--- src/rtl/digit_sprite_renderer.sv ---
// Digit sprite renderer: maps the VGA scan position onto digit-ROM row/column
// requests, hides the ROM's one-cycle read latency and produces the final
// 12-bit pixel colour. Sprite position and digit are double-buffered
// (shadow -> committed) and committed only at frame start, so a moving or
// changing digit never tears mid-frame.
//
// Optional feature: define DIGIT_SCALE2X_EN to draw the sprite at 2x scale
// (each ROM texel covers 2x2 pixels). Latency is unchanged.
//
// Ports:
//   clk, reset_n        pixel clock, async active-low reset
//   frame_start         one-cycle pulse at the start of each frame
//   pixel_x/y, video_on scan position and visible-area flag
//   upd_valid/x/y/digit shadow register load
//   bg_color            colour where the sprite is absent or transparent
//   rom_digit           committed digit, selects the digit ROM
//   rom_row/rom_col     ROM address request
//   rom_color           ROM data, valid one clk after the address
//   rgb, rgb_valid      final colour and video_on aligned to it (3-clk latency)
//   upd_pending         shadow holds an uncommitted update
module digit_sprite_renderer #(
   parameter int unsigned SPR_W      = 25,
   parameter int unsigned SPR_H      = 30,
   parameter int unsigned NUM_DIGITS = 10
) (
   input  logic        clk,
   input  logic        reset_n,
   input  logic        frame_start,
   input  logic [9:0]  pixel_x,
   input  logic [9:0]  pixel_y,
   input  logic        video_on,
   input  logic        upd_valid,
   input  logic [9:0]  upd_x,
   input  logic [9:0]  upd_y,
   input  logic [3:0]  upd_digit,
   input  logic [11:0] bg_color,
   output logic [3:0]  rom_digit,
   output logic [4:0]  rom_row,
   output logic [4:0]  rom_col,
   input  logic [11:0] rom_color,
   output logic [11:0] rgb,
   output logic        rgb_valid,
   output logic        upd_pending
);

`ifdef DIGIT_SCALE2X_EN
   localparam int unsigned SCALE = 2;
`else
   localparam int unsigned SCALE = 1;
`endif

   localparam int unsigned POS_W  = 10;
   localparam int unsigned DIFF_W = POS_W + 1;
   localparam logic [DIFF_W-1:0] FOOT_W    = DIFF_W'(SPR_W * SCALE);
   localparam logic [DIFF_W-1:0] FOOT_H    = DIFF_W'(SPR_H * SCALE);
   localparam logic [4:0]        DIGIT_LIM = 5'(NUM_DIGITS);

   typedef struct packed {
      logic [POS_W-1:0] x;
      logic [POS_W-1:0] y;
      logic [3:0]       digit;
   } sprite_t;

   sprite_t shadow;
   sprite_t committed;

   logic              commit_c;
   logic [DIFF_W-1:0] dx_c;
   logic [DIFF_W-1:0] dy_c;
   logic              hit_c;
   logic [4:0]        row_c;
   logic [4:0]        col_c;

   logic hit_d1, von_d1;
   logic hit_d2, von_d2;

   assign commit_c  = frame_start & upd_pending;
   assign rom_digit = committed.digit;

   // Shadow/committed double buffer; commit uses the shadow value from before this edge
   always_ff @(posedge clk or negedge reset_n) begin
      if (!reset_n) begin
         shadow      <= '0;
         committed   <= '0;
         upd_pending <= 1'b0;
      end else begin
         if (commit_c) begin
            committed <= shadow;
         end
         if (upd_valid) begin
            shadow      <= '{x: upd_x, y: upd_y, digit: upd_digit};
            upd_pending <= 1'b1;
         end else if (commit_c) begin
            upd_pending <= 1'b0;
         end
      end
   end

   // Hit test in 11 bits so a sprite hanging past column/row 1023 is clipped, not wrapped
   always_comb begin
      dx_c  = {1'b0, pixel_x} - {1'b0, committed.x};
      dy_c  = {1'b0, pixel_y} - {1'b0, committed.y};
      hit_c = (pixel_x >= committed.x) && (dx_c < FOOT_W) &&
              (pixel_y >= committed.y) && (dy_c < FOOT_H) &&
              ({1'b0, committed.digit} < DIGIT_LIM);
      row_c = '0;
      col_c = '0;
      if (hit_c) begin
`ifdef DIGIT_SCALE2X_EN
         row_c = dy_c[5:1];
         col_c = dx_c[5:1];
`else
         row_c = dy_c[4:0];
         col_c = dx_c[4:0];
`endif
      end
   end

   // Stage 1: ROM address plus hit/video flags
   always_ff @(posedge clk or negedge reset_n) begin
      if (!reset_n) begin
         rom_row <= '0;
         rom_col <= '0;
         hit_d1  <= 1'b0;
         von_d1  <= 1'b0;
      end else begin
         rom_row <= row_c;
         rom_col <= col_c;
         hit_d1  <= hit_c;
         von_d1  <= video_on;
      end
   end

   // Stage 2: flags aligned with the ROM's registered read
   always_ff @(posedge clk or negedge reset_n) begin
      if (!reset_n) begin
         hit_d2 <= 1'b0;
         von_d2 <= 1'b0;
      end else begin
         hit_d2 <= hit_d1;
         von_d2 <= von_d1;
      end
   end

   // Stage 3: colour select; ROM colour 12'h000 is transparent
   always_ff @(posedge clk or negedge reset_n) begin
      if (!reset_n) begin
         rgb       <= '0;
         rgb_valid <= 1'b0;
      end else begin
         rgb_valid <= von_d2;
         if (!von_d2) begin
            rgb <= '0;
         end else if (hit_d2 && (rom_color != 12'h000)) begin
            rgb <= rom_color;
         end else begin
            rgb <= bg_color;
         end
      end
   end

endmodule

--- config.mk ---
export PLATFORM = sky130hd
export DESIGN_NAME = digit_sprite_renderer
export DESIGN_NICKNAME = d
export VERILOG_FILES = /design/src/rtl/digit_sprite_renderer.sv
export SDC_FILE = /design/constraint.sdc
export NUM_CORES = 1
export LEC_CHECK = 0
export CORE_ASPECT_RATIO = 2
export CORE_UTILIZATION = 47
export CTS_CLUSTER_SIZE = 16
export DETAILED_ROUTE_END_ITERATION = 10
export GPL_ROUTABILITY_DRIVEN = 0
export PLACE_DENSITY = 0.77
export SLEW_MARGIN = 20
export SYNTH_ARGS = -nofsm -noshare
export SYNTH_HDL_FRONTEND = slang
export SYNTH_SLANG_ARGS = --single-unit
--- constraint.sdc ---
create_clock -name clk -period 8.2 [get_ports clk]
set_input_delay 1.64 -clock clk [delete_from_list [all_inputs] [get_ports clk]]
set_output_delay 1.64 -clock clk [all_outputs]
set_load 0.01 [all_outputs]
==> metrics.cfg <==
[outcome]
outcome = completed

[synth]
synth_top_family_by_area = multiplexers
synth-seq-cells = 76
yosys-top-cells-area = dfrtp_1 49%, mux2_2 14%, ha_1 6.4%
synth_ff_type = dfrtp_1
synthArstFlopShare = 1.000
synth_fa_ha_area_frac = 0.07434
synthesis.area_um2 = 3905
synth_cells = 331
synth_xor_area_frac = 0.01570
yosys.area.top_type_share = 0.4870
synth_nets = 426
syn_avg_cell_area_um2 = 11.80
synth_common_cells = 76 x dfrtp_1, 49 x mux2_2, 28 x inv_1
synth-compound-area-share = 0.1012
synth_cell_types = 48
yosysWarnings = 0
synthSimpleGateAreaFrac = 0.1214
ys_seq_area_frac = 0.4870
synth_edf_count = 0
synth.area.mux_share = 0.1541
synth.most_common_cell = dfrtp_1
yosysTopAreaCell = dfrtp_1

[clock_tree]
cts_buffer_depth = 2
cts_tree = built
worstSkewPairLatency_ns = 0.34
htreeDepth = 3
cts_setup_buffers = 0
ctsResizeCount = 0
cts.sinks = 76
cts_root_buffer = clkbuf_16
clkSlewWorstSetupHoldPaths_ns = 0.06
numCtsBuffers = 9
hold_buffers = 0

[timing]
setup_viol_count_final = 0
finalCritPeriodShare = 0.5245
post-route-min-period_ns = 4.301
worstMarginPinSlew_ns = 1.056
tns_ns = 0
relSlewSlack = 0.2942
fmax_mhz = 232.5
hold_viol = 0
skew_ns = 0.006683
slew_violations = 0
rsz0062_at_grt = no

[pwr]
total_leakage_power_nw = 2.328
pwr_density_cell_nw_per_um2 = 230.4
ir_drop_mv = 0.1976
finalPower_mw = 1.220

[floorplanning]
die_w_um = 66.46
die_y_um = 130.9
start_util = 0.4881
core_um2 = 8000
die-area_um2 = 8699
row_count = 46
ios = 101

[global_routing]
grt_pass1_wl_um = 12820
grt_max_degree = 77
antenna_found_initial = 0
grt_usage = 0.2045
grt-ovfl-total = 0
grt_pass1_vias = 2870

[final_layout]
drive_above_1_share = 0.1917
finalNetCount = 523
n_antenna_cell = 0
stdcell_count = 529
area_growth_syn_to_layout_pct = 35.57

[worst_setup_path]
r2r_end = rom_row[2]
cp-startpoint = pixel_x[2]
worstPathMaxFanout = 11
r2r_slack_ns = 5.22
cp.required_ns = 8.44
worstPathArrival_ns = 4.54
crit-reg2reg-launch = committed[16]
reg2regPathDepth = 9
crit_type = in -> reg
cp-end-kind = flip-flop
crit_path_start_kind = input port

[hold_path]
min_from = hit_d1
worstHoldEndpoint = hit_d2
hold_path_class = reg -> reg
hold_depth = 0

[detailed_routing]
viasPerCell = 5.442
totalWireLength_um = 8318
dr_total_vias = 2879
drcViolationCount = 0
wire_per_inst_um = 15.72
first_pass_iters = 5
drt-initial-drc-count = 148
antenna_left = 0

[placement]
dp_cells = 513
place.detailed.hpwl_um = 6423
io_buffers = 100

[run]
max-cap-violations = 0

==> power by group <==
group / leakage, nW / switching [mW] / internal, mW / total (mW)
Clock: 0.169 / 0.150 / 0.305 / 0.455
Sequential: 0.931 / 0.0206 / 0.415 / 0.435
Combinational: 1.23 / 0.164 / 0.166 / 0.330
==> cell type report <==
class | count | area (µm²)
fill | 654 | 2706
sequential | 76 | 1902
multi-input combinational | 213 | 1823
timing repair buffer | 100 | 993.5
clock buffer | 10 | 239.0
tap | 96 | 120.1
clock inverter | 6 | 111.4
inverter | 28 | 105.1
==> metal layers <==
layer | up-vias | GRT usage | routed length (µm)
met1 | 1382 | 0.1715 | 2762
met3 | 22 | 0.04948 | 469
met2 | 113 | 0.4040 | 4787
li1 | 1362 | - | -
met4 | 0 | 0.1264 | 299
met5 | - | 0 | 0
==> layout by cell type (no fill, tap or decap), types with 2 or more instances in the layout <==
cell type,netlist,routed
fa_1,2,2
clkdlybuf4s50_1,0,98
o21ai_0,6,6
nand2_1,22,22
nand3_1,3,3
o22ai_1,2,2
a21boi_0,9,9
dfrtp_1,76,76
a21oi_1,8,8
o21a_1,5,5
nor2b_1,11,11
a21o_1,4,4
inv_1,28,28
ha_1,20,20
o21bai_1,2,2
clkbuf_16,0,9
bufinv_16,0,3
xnor2_1,3,3
and4bb_2,4,4
nor2_1,10,10
a22oi_1,3,3
and3_1,2,2
nand4_1,2,2
nor3_1,7,7
o31a_1,3,3
nor4_2,6,6
mux2i_1,5,5
mux2_2,49,49
xor2_1,4,4
nor4_1,4,4
==> cell families after synthesis <==
logic type,after synthesis
AOI/OAI and AO/OA,52
xor gates and xnor gates,7
adders and majority gates,22
buffers and inverters,42
DFF,76
muxes,54
and+or+nand+nor,78
==> registers in the layout, summed over array words and instances (netlist names), 4 cells and up <==
| signal | flops |
|---|---|
| committed | 20 |
| rgb | 12 |
| rom_col | 5 |
| shadow | 24 |
| rom_digit | 4 |
| rom_row | 5 |
==> critical path, cell delays in order <==
cell	delay, ns
clkdlybuf4s50_1	0.41
ha_1	0.35
nor2b_1	0.16
o31a_1	0.26
a311oi_1	0.41
mux2i_1	0.25
nand4_1	0.11
or4_4	0.64
nor4b_2	0.32
==> how the worst max path moves through the flow <==
| stage | endpoint | cells after the start |
|---|---|---|
| 2_1_floorplan | rom_col[4] | 9 |
| 3_3_place_gp | rom_row[4] | 9 |
| 3_5_place_dp | rom_row[2] | 11 |
| 4_1_cts | rom_row[2] | 9 |
| 5_1_grt | rom_col[2] | 11 |
| 6_report | rom_row[2] | 9 |
==> metrics by stage <==
| step | util | hold WS [ns] | instance area, µm² | setup WS (ns) |
|---|---|---|---|---|
| after global placement | 0.6185 | 0.3337 | 4949 | 3.639 |
| after global routing | 0.6617 | 0.3521 | 5294 | 3.702 |
| after CTS | 0.6623 | 0.3520 | 5299 | 3.921 |
| final | 0.6617 | 0.3485 | 5294 | 3.899 |
| after detailed placement | 0.6185 | 0.3389 | 4949 | 3.571 |
| after floorplan | - | 0.3312 | 3905 | 4.163 |
Power figures use the tool's default switching activity.
